File: config.mk
export PLATFORM = sky130hd
export DESIGN_NAME = fire_control
export DESIGN_NICKNAME = d
export VERILOG_FILES = /design/src/rtl/fire_control.sv
export SDC_FILE = /design/constraint.sdc
export NUM_CORES = 1
export LEC_CHECK = 0
export CORE_MARGIN = 3
export CORE_UTILIZATION = 46
export DETAILED_ROUTE_END_ITERATION = 6
export GPL_TIMING_DRIVEN = 0
export PLACE_DENSITY = 0.87
export SLEW_MARGIN = 20
export SYNTH_ARGS = -nofsm -noshare
export SYNTH_HDL_FRONTEND = slang
export SYNTH_SLANG_ARGS = --single-unit
File: constraint.sdc
create_clock -name frame_clk -period 2.2 [get_ports frame_clk]
set_clock_uncertainty 0.1 [all_clocks]
set_input_delay 0.55 -clock frame_clk [delete_from_list [all_inputs] [get_ports frame_clk]]
set_output_delay 0.55 -clock frame_clk [all_outputs]
set_load 0.02 [all_outputs]
File: src/rtl/fire_control.sv
// fire_control: per-tank fire-key front end for the bullet pool.
// Turns rising edges of the fire key into single-frame create pulses
// aimed at the lowest free bullet slot. It then waits for that slot to
// report active, and holds off further shots for a cooldown period.
// A nonzero game_end forces the block back to READY and locks out presses.
module fire_control #(
    parameter int          NUM_BULLETS = 5,
    parameter logic [7:0]  FIRE_KEY    = 8'h2C,
    parameter int          COOLDOWN    = 12,
    parameter int          ACK_TIMEOUT = 4
) (
    input  logic                   frame_clk,
    input  logic                   Reset_n,
    input  logic [31:0]            keycode,
    input  logic [1:0]             game_end,
    input  logic [NUM_BULLETS-1:0] bullet_active,
    output logic [NUM_BULLETS-1:0] create,
    output logic                   busy,
    output logic [7:0]             shots_fired,
    output logic [1:0]             state_dbg
);

    typedef enum logic [1:0] {
        ST_READY    = 2'd0,
        ST_FIRE     = 2'd1,
        ST_WAIT_ACK = 2'd2,
        ST_COOL     = 2'd3
    } state_t;

    localparam int                     SLOT_W    = (NUM_BULLETS > 1) ? $clog2(NUM_BULLETS) : 1;
    localparam logic [3:0]             TCNT_LAST = 4'(ACK_TIMEOUT - 1);
    localparam logic [7:0]             CCNT_INIT = 8'(COOLDOWN - 1);
    localparam logic [NUM_BULLETS-1:0] ONE_HOT0  = NUM_BULLETS'(1);

    // True when any of the four packed key bytes matches the fire key.
    // A zero fire key never matches, since 8'h00 means "no key".
    function automatic logic key_hit(input logic [31:0] kc);
        logic hit;
        hit = 1'b0;
        for (int b = 0; b < 4; b++) begin
            hit = hit | (kc[8*b +: 8] == FIRE_KEY);
        end
        return hit & (FIRE_KEY != 8'd0);
    endfunction

    // Index of the lowest set bit of free (0 when none; caller checks any_free).
    function automatic logic [SLOT_W-1:0] lowest_free(input logic [NUM_BULLETS-1:0] free);
        logic [SLOT_W-1:0] idx;
        idx = '0;
        for (int i = NUM_BULLETS - 1; i >= 0; i--) begin
            if (free[i]) begin
                idx = SLOT_W'(i);
            end
        end
        return idx;
    endfunction

    // The shot counter sticks at 255 rather than wrapping.
    function automatic logic [7:0] sat_inc(input logic [7:0] v);
        return (v == 8'hFF) ? v : v + 8'd1;
    endfunction

    state_t                   state_q;
    logic                     key_prev_q;
    logic [SLOT_W-1:0]        slot_q;
    logic [3:0]               tcnt_q;
    logic [7:0]               ccnt_q;
    logic [NUM_BULLETS-1:0]   create_q;
    logic                     busy_q;
    logic [7:0]               shots_q;

    logic                     fire_now_s;
    logic                     press_s;
    logic [NUM_BULLETS-1:0]   free_s;
    logic                     any_free_s;
    logic [SLOT_W-1:0]        sel_s;
    logic                     ack_s;
    logic [7:0]               shots_d;

    // Key edge detection, slot selection and acknowledge lookup.
    always_comb begin
        fire_now_s = key_hit(keycode);
        press_s    = fire_now_s & ~key_prev_q;
        free_s     = ~bullet_active;
        any_free_s = |free_s;
        sel_s      = lowest_free(free_s);
        ack_s      = bullet_active[slot_q];
        shots_d    = sat_inc(shots_q);
    end

    // Control FSM with registered create/busy and the shot counter.
    always_ff @(posedge frame_clk or negedge Reset_n) begin
        if (!Reset_n) begin
            state_q    <= ST_READY;
            key_prev_q <= 1'b0;
            slot_q     <= '0;
            tcnt_q     <= 4'd0;
            ccnt_q     <= 8'd0;
            create_q   <= '0;
            busy_q     <= 1'b0;
            shots_q    <= 8'd0;
        end else begin
            // The key history tracks every cycle so that a key held through
            // COOL or a lockout does not count as a fresh press afterwards.
            key_prev_q <= fire_now_s;
            if (game_end != 2'b00) begin
                state_q  <= ST_READY;
                create_q <= '0;
                busy_q   <= 1'b0;
                tcnt_q   <= 4'd0;
                ccnt_q   <= 8'd0;
            end else begin
                case (state_q)
                    ST_READY: begin
                        if (press_s && any_free_s) begin
                            slot_q   <= sel_s;
                            create_q <= ONE_HOT0 << sel_s;
                            busy_q   <= 1'b1;
                            state_q  <= ST_FIRE;
                        end else begin
                            // A press with no free slot is dropped, not queued.
                            create_q <= '0;
                            busy_q   <= 1'b0;
                        end
                    end
                    ST_FIRE: begin
                        create_q <= '0;
                        tcnt_q   <= 4'd0;
                        busy_q   <= 1'b1;
                        state_q  <= ST_WAIT_ACK;
                    end
                    ST_WAIT_ACK: begin
                        create_q <= '0;
                        // The acknowledge takes priority over timeout expiry.
                        if (ack_s) begin
                            shots_q <= shots_d;
                            ccnt_q  <= CCNT_INIT;
                            busy_q  <= 1'b1;
                            state_q <= ST_COOL;
                        end else if (tcnt_q == TCNT_LAST) begin
                            tcnt_q  <= 4'd0;
                            busy_q  <= 1'b0;
                            state_q <= ST_READY;
                        end else begin
                            tcnt_q  <= tcnt_q + 4'd1;
                            busy_q  <= 1'b1;
                        end
                    end
                    ST_COOL: begin
                        create_q <= '0;
                        if (ccnt_q == 8'd0) begin
                            busy_q  <= 1'b0;
                            state_q <= ST_READY;
                        end else begin
                            ccnt_q  <= ccnt_q - 8'd1;
                            busy_q  <= 1'b1;
                        end
                    end
                    default: begin
                        create_q <= '0;
                        busy_q   <= 1'b0;
                        tcnt_q   <= 4'd0;
                        ccnt_q   <= 8'd0;
                        state_q  <= ST_READY;
                    end
                endcase
            end
        end
    end

    assign create      = create_q;
    assign busy        = busy_q;
    assign shots_fired = shots_q;
    assign state_dbg   = state_q;

endmodule

* Word-level counts from Yosys, hierarchy flattened *
Cells that the tools add are included.

storage, ports and cells
  flip-flop bits (word level) = 32
  bits in latches = 0
  bits in writable memories = 0
  memory bits (read-only) = 0
  output and inout port bits = 16
  memories = 0

cells by class
  $add $sub $neg = 3
  multiply operators = 0
  div/mod/pow operators = 0
  order comparisons = 1
  eq/ne operators = 15
  shift operators = 1
  multiplexer cells = 30
  bitwise gates (word level) = 8
  reduce and logical (&&, ||, !) cells = 13

operators with widths
  kind                                                                count
  8-bit by 6-bit == test with 1-bit output, second input constant     4
  8-bit two-way mux                                                   3
  8-bit case mux with 2 select lines                                  1
  3-bit two-way mux                                                   5
  3-bit inequality test, second input constant                        5
  4-bit two-way mux                                                   3
  2-bit two-way mux                                                   5
  5-bit two-way mux                                                   2
  5-bit case mux with 2 select lines                                  1
  3-bit AND reduction                                                 3
  8-bit by 1-bit adder with 8-bit output, second input constant       1
  8-bit == test, second input constant                                1
  8-bit logical NOT                                                   1
  2-bit case mux with 4 select lines                                  1
  4-bit case mux with 2 select lines                                  1
  8-bit by 1-bit subtractor with 8-bit output, second input constant  1
  1-bit two-way mux                                                   6
  3-bit nonzero test                                                  2
  5-bit inverter                                                      1
  5-bit OR reduction                                                  1
  1-bit by 3-bit left shift with 5-bit output, first input constant   1
  4-bit by 1-bit adder with 4-bit output, second input constant       1
  2-bit == test, second input constant                                2
  4-bit by 2-bit == test with 1-bit output, second input constant     1
  14 further kinds                                                    18

* Logic depth before layout (Yosys ltp) *
  depth in word-level cells = 10
  depth in mapped cells = 7
  gate-level depth less buffers = 7

* Worst setup path before layout *
No wires, ideal clock.

  kind = input-to-reg
  from = input port game_end[1]
  to = register slot_q[0]
  setup time = 125 ps
  arrival = 1673 ps
  required time = 1975 ps
  slack = 303 ps
  stages = 5
  path buffers = 1
  path through = or2_0 -> clkbuf_1 -> nor4_1 -> nand2_1 -> mux2_2

between the ends
  word-level cells in the longest chain between the ends = 3

ends and longest elaborated chain
  item                                  line  source
  from (decl)                           15    input logic [1:0] game_end,
  2-bit nonzero test                    106   if (game_end != 2'b00) begin
  1-bit inverter (no source line)       n/a
  3-bit AND reduction (no source line)  n/a
  to (signal assigned)                  116   slot_q <= sel_s;
  to (decl)                             65    logic [SLOT_W-1:0] slot_q;

No other way between the ends.
A chain may end at the register's enable or synchronous reset.

* Final worst setup path *
  from = input port bullet_active[2]
  to = register shots_q[7] (netlist: shots_fired[7])

between the ends
  word-level cells in the longest chain between the ends = 3

ends and longest elaborated chain
  item                                       line  source
  from (decl)                                16    input logic [NUM_BULLETS-1:0] bullet_active,
  1-bit binary-select mux with 3-bit select  87    ack_s = bullet_active[slot_q];
  1-bit two-way mux (implied by the code)    87
  4-bit AND reduction (no source line)       n/a
  to (signal assigned)                       136   shots_q <= shots_d;
  to (decl)                                  70    logic [7:0] shots_q;

No other way between the ends. The select of a mux whose other input is x is not followed.

==> insert_results.sql <==
INSERT INTO impl_metrics (metric_group, metric, value, unit) VALUES
('clock_tree', 'clkSinkCount', '32', ''),
('clock_tree', 'tritoncts.num_buffers', '5', ''),
('outcome', 'outcome', 'finished, final reports clean', ''),
('yosys', 'synth.yosys.warnings', '0', ''),
('drt', 'drtPass1Iterations', '4', ''),
('drt', 'route.antenna.remaining_nets', '0', ''),
('worst_setup_path', 'cp-end-kind', 'flop', ''),
('timing', 'clock.fmax', '0.476', 'GHz'),
('yosys', 'netlist.top_cell.by_area', 'sky130_fd_sc_hd__dfrtp_1', ''),
('clock_tree', 'ctsHoldBuffers', '0', ''),
('floorplan', 'die-height', '68.3', 'um'),
('worst_setup_path', 'r2r_slack', '110', 'ps'),
('min_path', 'hold_path.class', 'input port to asynchronous set/reset pin', ''),
('placement', 'place.port_buffers', '56', ''),
('worst_setup_path', 'path_max_fanout', '7', ''),
('yosys', 'dominantRegCellSynth', 'sky130_fd_sc_hd__dfrtp_1', ''),
('timing', 'tightest_slew_margin_relative_to_the_limit', '53.2', '%'),
('clock_tree', 'clock_insertion_delay_worst_skew', '290', 'ps'),
('drt', 'detail_route.drc_violations', '0', ''),
('timing', 'grt_setup_unrepaired', 'false', ''),
('timing', 'final_min_period_over_clock_period', '95.5', '%'),
('timing', 'min_period', '2100', 'ps'),
('grt', 'grt_met3_use', '6.90', '%'),
('cells_and_area', 'area_growth', '42.9', '%'),
('grt', 'grt_remaining_overflow', '0', ''),
('power_and_ir_drop', 'cellLeakagePower', '0.00108', 'uW'),
('clock_tree', 'ctsHtreeMaxLevel', '2', ''),
('yosys', 'synthesis.nets', '230', ''),
('cells_and_area', 'finalNetCount', '295', ''),
('drt', 'drt_wl_total', '4300', 'um'),
('timing', 'maxSlewViolCount', '0', ''),
('grt', 'global_route.usage.met2', '33.6', '%'),
('grt', 'antenna_found_initial', '0', ''),
('clock_tree', 'cts-root-to-sink-buffers', '2', ''),
('clock_tree', 'cts.root.buffer_cell', 'sky130_fd_sc_hd__clkbuf_8', ''),
('yosys', 'synthesis.instances', '185', ''),
('yosys', 'yosys.area.top_type_share', '44.9', '%'),
('placement', 'post_dp_cell_area', '2400', 'um2'),
('power_and_ir_drop', 'ir_drop', '0.336', 'mV'),
('yosys', 'synth_top_cells_by_area', 'sky130_fd_sc_hd__dfrtp_1 (45%), sky130_fd_sc_hd__xor2_1 (4.4%), sky130_fd_sc_hd__nand4_1 (3.9%)', ''),
('floorplan', 'die_x_extent', '68.3', 'um'),
('timing', 'finalHoldViolations', '0', ''),
('grt', 'grtUsageTotal', '21.3', '%'),
('worst_setup_path', 'r2r-start', 'state_dbg[0]$_DFFE_PN0P_', ''),
('floorplan', 'pin_count', '57', ''),
('worst_setup_path', 'worstSetupStartpointType', 'input port', ''),
('floorplan', 'die_area', '4660', 'um2'),
('grt', 'vias_in_the_first_global_route', '1734', ''),
('placement', 'place.detailed.hpwl', '3190', 'um'),
('drt', 'routedWlPerCell', '14.5', 'um'),
('grt', 'grt.met1_usage', '26.7', '%'),
('drt', 'detailroute.via_count', '1686', ''),
('drt', 'drt_iter0_drc', '112', ''),
('yosys', 'count_leader_synth', 'sky130_fd_sc_hd__dfrtp_1', ''),
('floorplan', 'floorplan.initialDensity', '50.6', '%'),
('yosys', 'postSynthAreaPerCell', '9.64', 'um2'),
('floorplan', 'placeableCoreArea', '3520', 'um2'),
('cells_and_area', 'final_cell_area', '2550', 'um2'),
('power_and_ir_drop', 'power.density_cell_area', '506', 'nW/um2'),
('drt', 'routed_via_density', '5.68', ''),
('worst_setup_path', 'worst-endpoint-arrival', '2210', 'ps'),
('job', 'cap_violations', '0', ''),
('placement', 'place_congestion', '0.844', ''),
('grt', 'grt_most_used_layer', 'met2', ''),
('cells_and_area', 'seqCellArea', '801', 'um2'),
('cells_and_area', 'n_fill_cell', '286', ''),
('floorplan', 'placementRows', '21', ''),
('yosys', 'synth-async-reset-ratio', '100', '%'),
('grt', 'grt_pass1_wl', '7390', 'um'),
('yosys', 'synth_edf_count', '0', ''),
('clock_tree', 'cts_tree', 'done', '');
worst max-delay path, cell delays in order:
cell and delay (ps):
sky130_fd_sc_hd__dlygate4sd2_1 310, sky130_fd_sc_hd__mux2i_1 160, sky130_fd_sc_hd__o221a_4 350, sky130_fd_sc_hd__or3_1 340, sky130_fd_sc_hd__buf_2 170, sky130_fd_sc_hd__nor3_2 150
sky130_fd_sc_hd__xor2_1 180
registers in the layout (all words and copies together), names as in the netlist:
name,count
ccnt_q,8
shots_fired,8
create,5
tcnt_q,4
slot_q,3
state_dbg,2
busy,1
key_prev_q,1
worst max path at each step:
stage	startpoint	depth (start not counted)	slack, ps	end
after floorplan	game_end[1]	5	300	slot_q[0]$_DFFE_PN0P_
after global placement	bullet_active[2]	6	-470	ccnt_q[7]$_DFFE_PN0P_
after detailed placement	bullet_active[2]	6	-490	ccnt_q[7]$_DFFE_PN0P_
after CTS	game_end[1]	6	20	slot_q[1]$_DFFE_PN0P_
after global routing	ccnt_q[5]$_DFFE_PN0P_	5	2	ccnt_q[5]$_DFFE_PN0P_
final	bullet_active[2]	7	100	shots_fired[7]$_DFFE_PN0P_
placed cells by master (no fill, tap or decap), drive strengths merged, types with 3 or more instances in the layout:
| cell | n |
|---|---|
| nor3 | 9 |
| nor4 | 5 |
| a311oi | 3 |
| clkbuf | 10 |
| nand3 | 8 |
| dfrtp | 32 |
| nand2 | 16 |
| ha | 4 |
| nor2 | 16 |
| nor2b | 4 |
| a21oi | 11 |
| o21ai | 9 |
| nand4 | 11 |
| clkdlybuf4s50 | 50 |
| xor2 | 9 |
| nor4b | 4 |
| mux2i | 3 |
| inv | 3 |
| dlygate4sd2 | 4 |
| xnor2 | 3 |
| buf | 4 |
layout make-up:
| class | count | area share (%) |
|---|---|---|
| sequential | 32 | 31.4 |
| clock buffer | 6 | 2.85 |
| inverter | 4 | 0.589 |
| multi-input combinational | 144 | 38.4 |
| timing repair buffer | 58 | 22.3 |
| clock inverter | 2 | 1.38 |
| buffer | 5 | 0.835 |
| tap | 46 | 2.26 |
power by group:
group	internal, uW	switching, uW	leakage (uW)
Combinational	82.6	58.1	0.000574
Clock	336	218	0.0000552
Sequential	592	3.79	0.000447
Total	1010	279	0.00108
metal layers:
metal | up-vias | part of all wire (%)
met5 | - | 0
met4 | 0 | 1.6
met3 | 9 | 6.6
met2 | 71 | 48
met1 | 791 | 44
li1 | 815 | -
cell families (layout without fill, tap and decap cells):
group / Yosys count / count (layout) / synth area share [%]
compound gates: 38 / 38 / 15.3
xor+xnor: 12 / 12 / 5.90
fa+ha+maj: 4 / 4 / 2.81
buf+inv: 9 / 75 / 1.96
flops: 32 / 32 / 44.9
mux: 5 / 5 / 2.95
simple gates: 85 / 85 / 26.2
per-stage QoR:
| stage | power (uW) | instances | hold slack [ps] | utilization, % |
|---|---|---|---|---|
| 6_report | 1290 | 297 | 201 | 72.4 |
| 5_1_grt | 1350 | 297 | 257 | 72.4 |
| 4_1_cts | 1300 | 297 | 222 | 71.7 |
| 3_5_place_dp | 744 | 287 | 389 | 68.1 |
| 3_3_place_gp | 742 | 287 | 383 | 68.2 |
| 2_1_floorplan | 646 | 185 | 154 | - |
what timing repair did:
item / in CTS / in global routing
endpoints found under the hold margin: 0 / 0
resized for setup: 7 / 6
pin swaps: 2 / 2
buffers inserted: 2 / 0
setup endpoints to repair: 9 / 10
(Power assumes the default switching activity.)
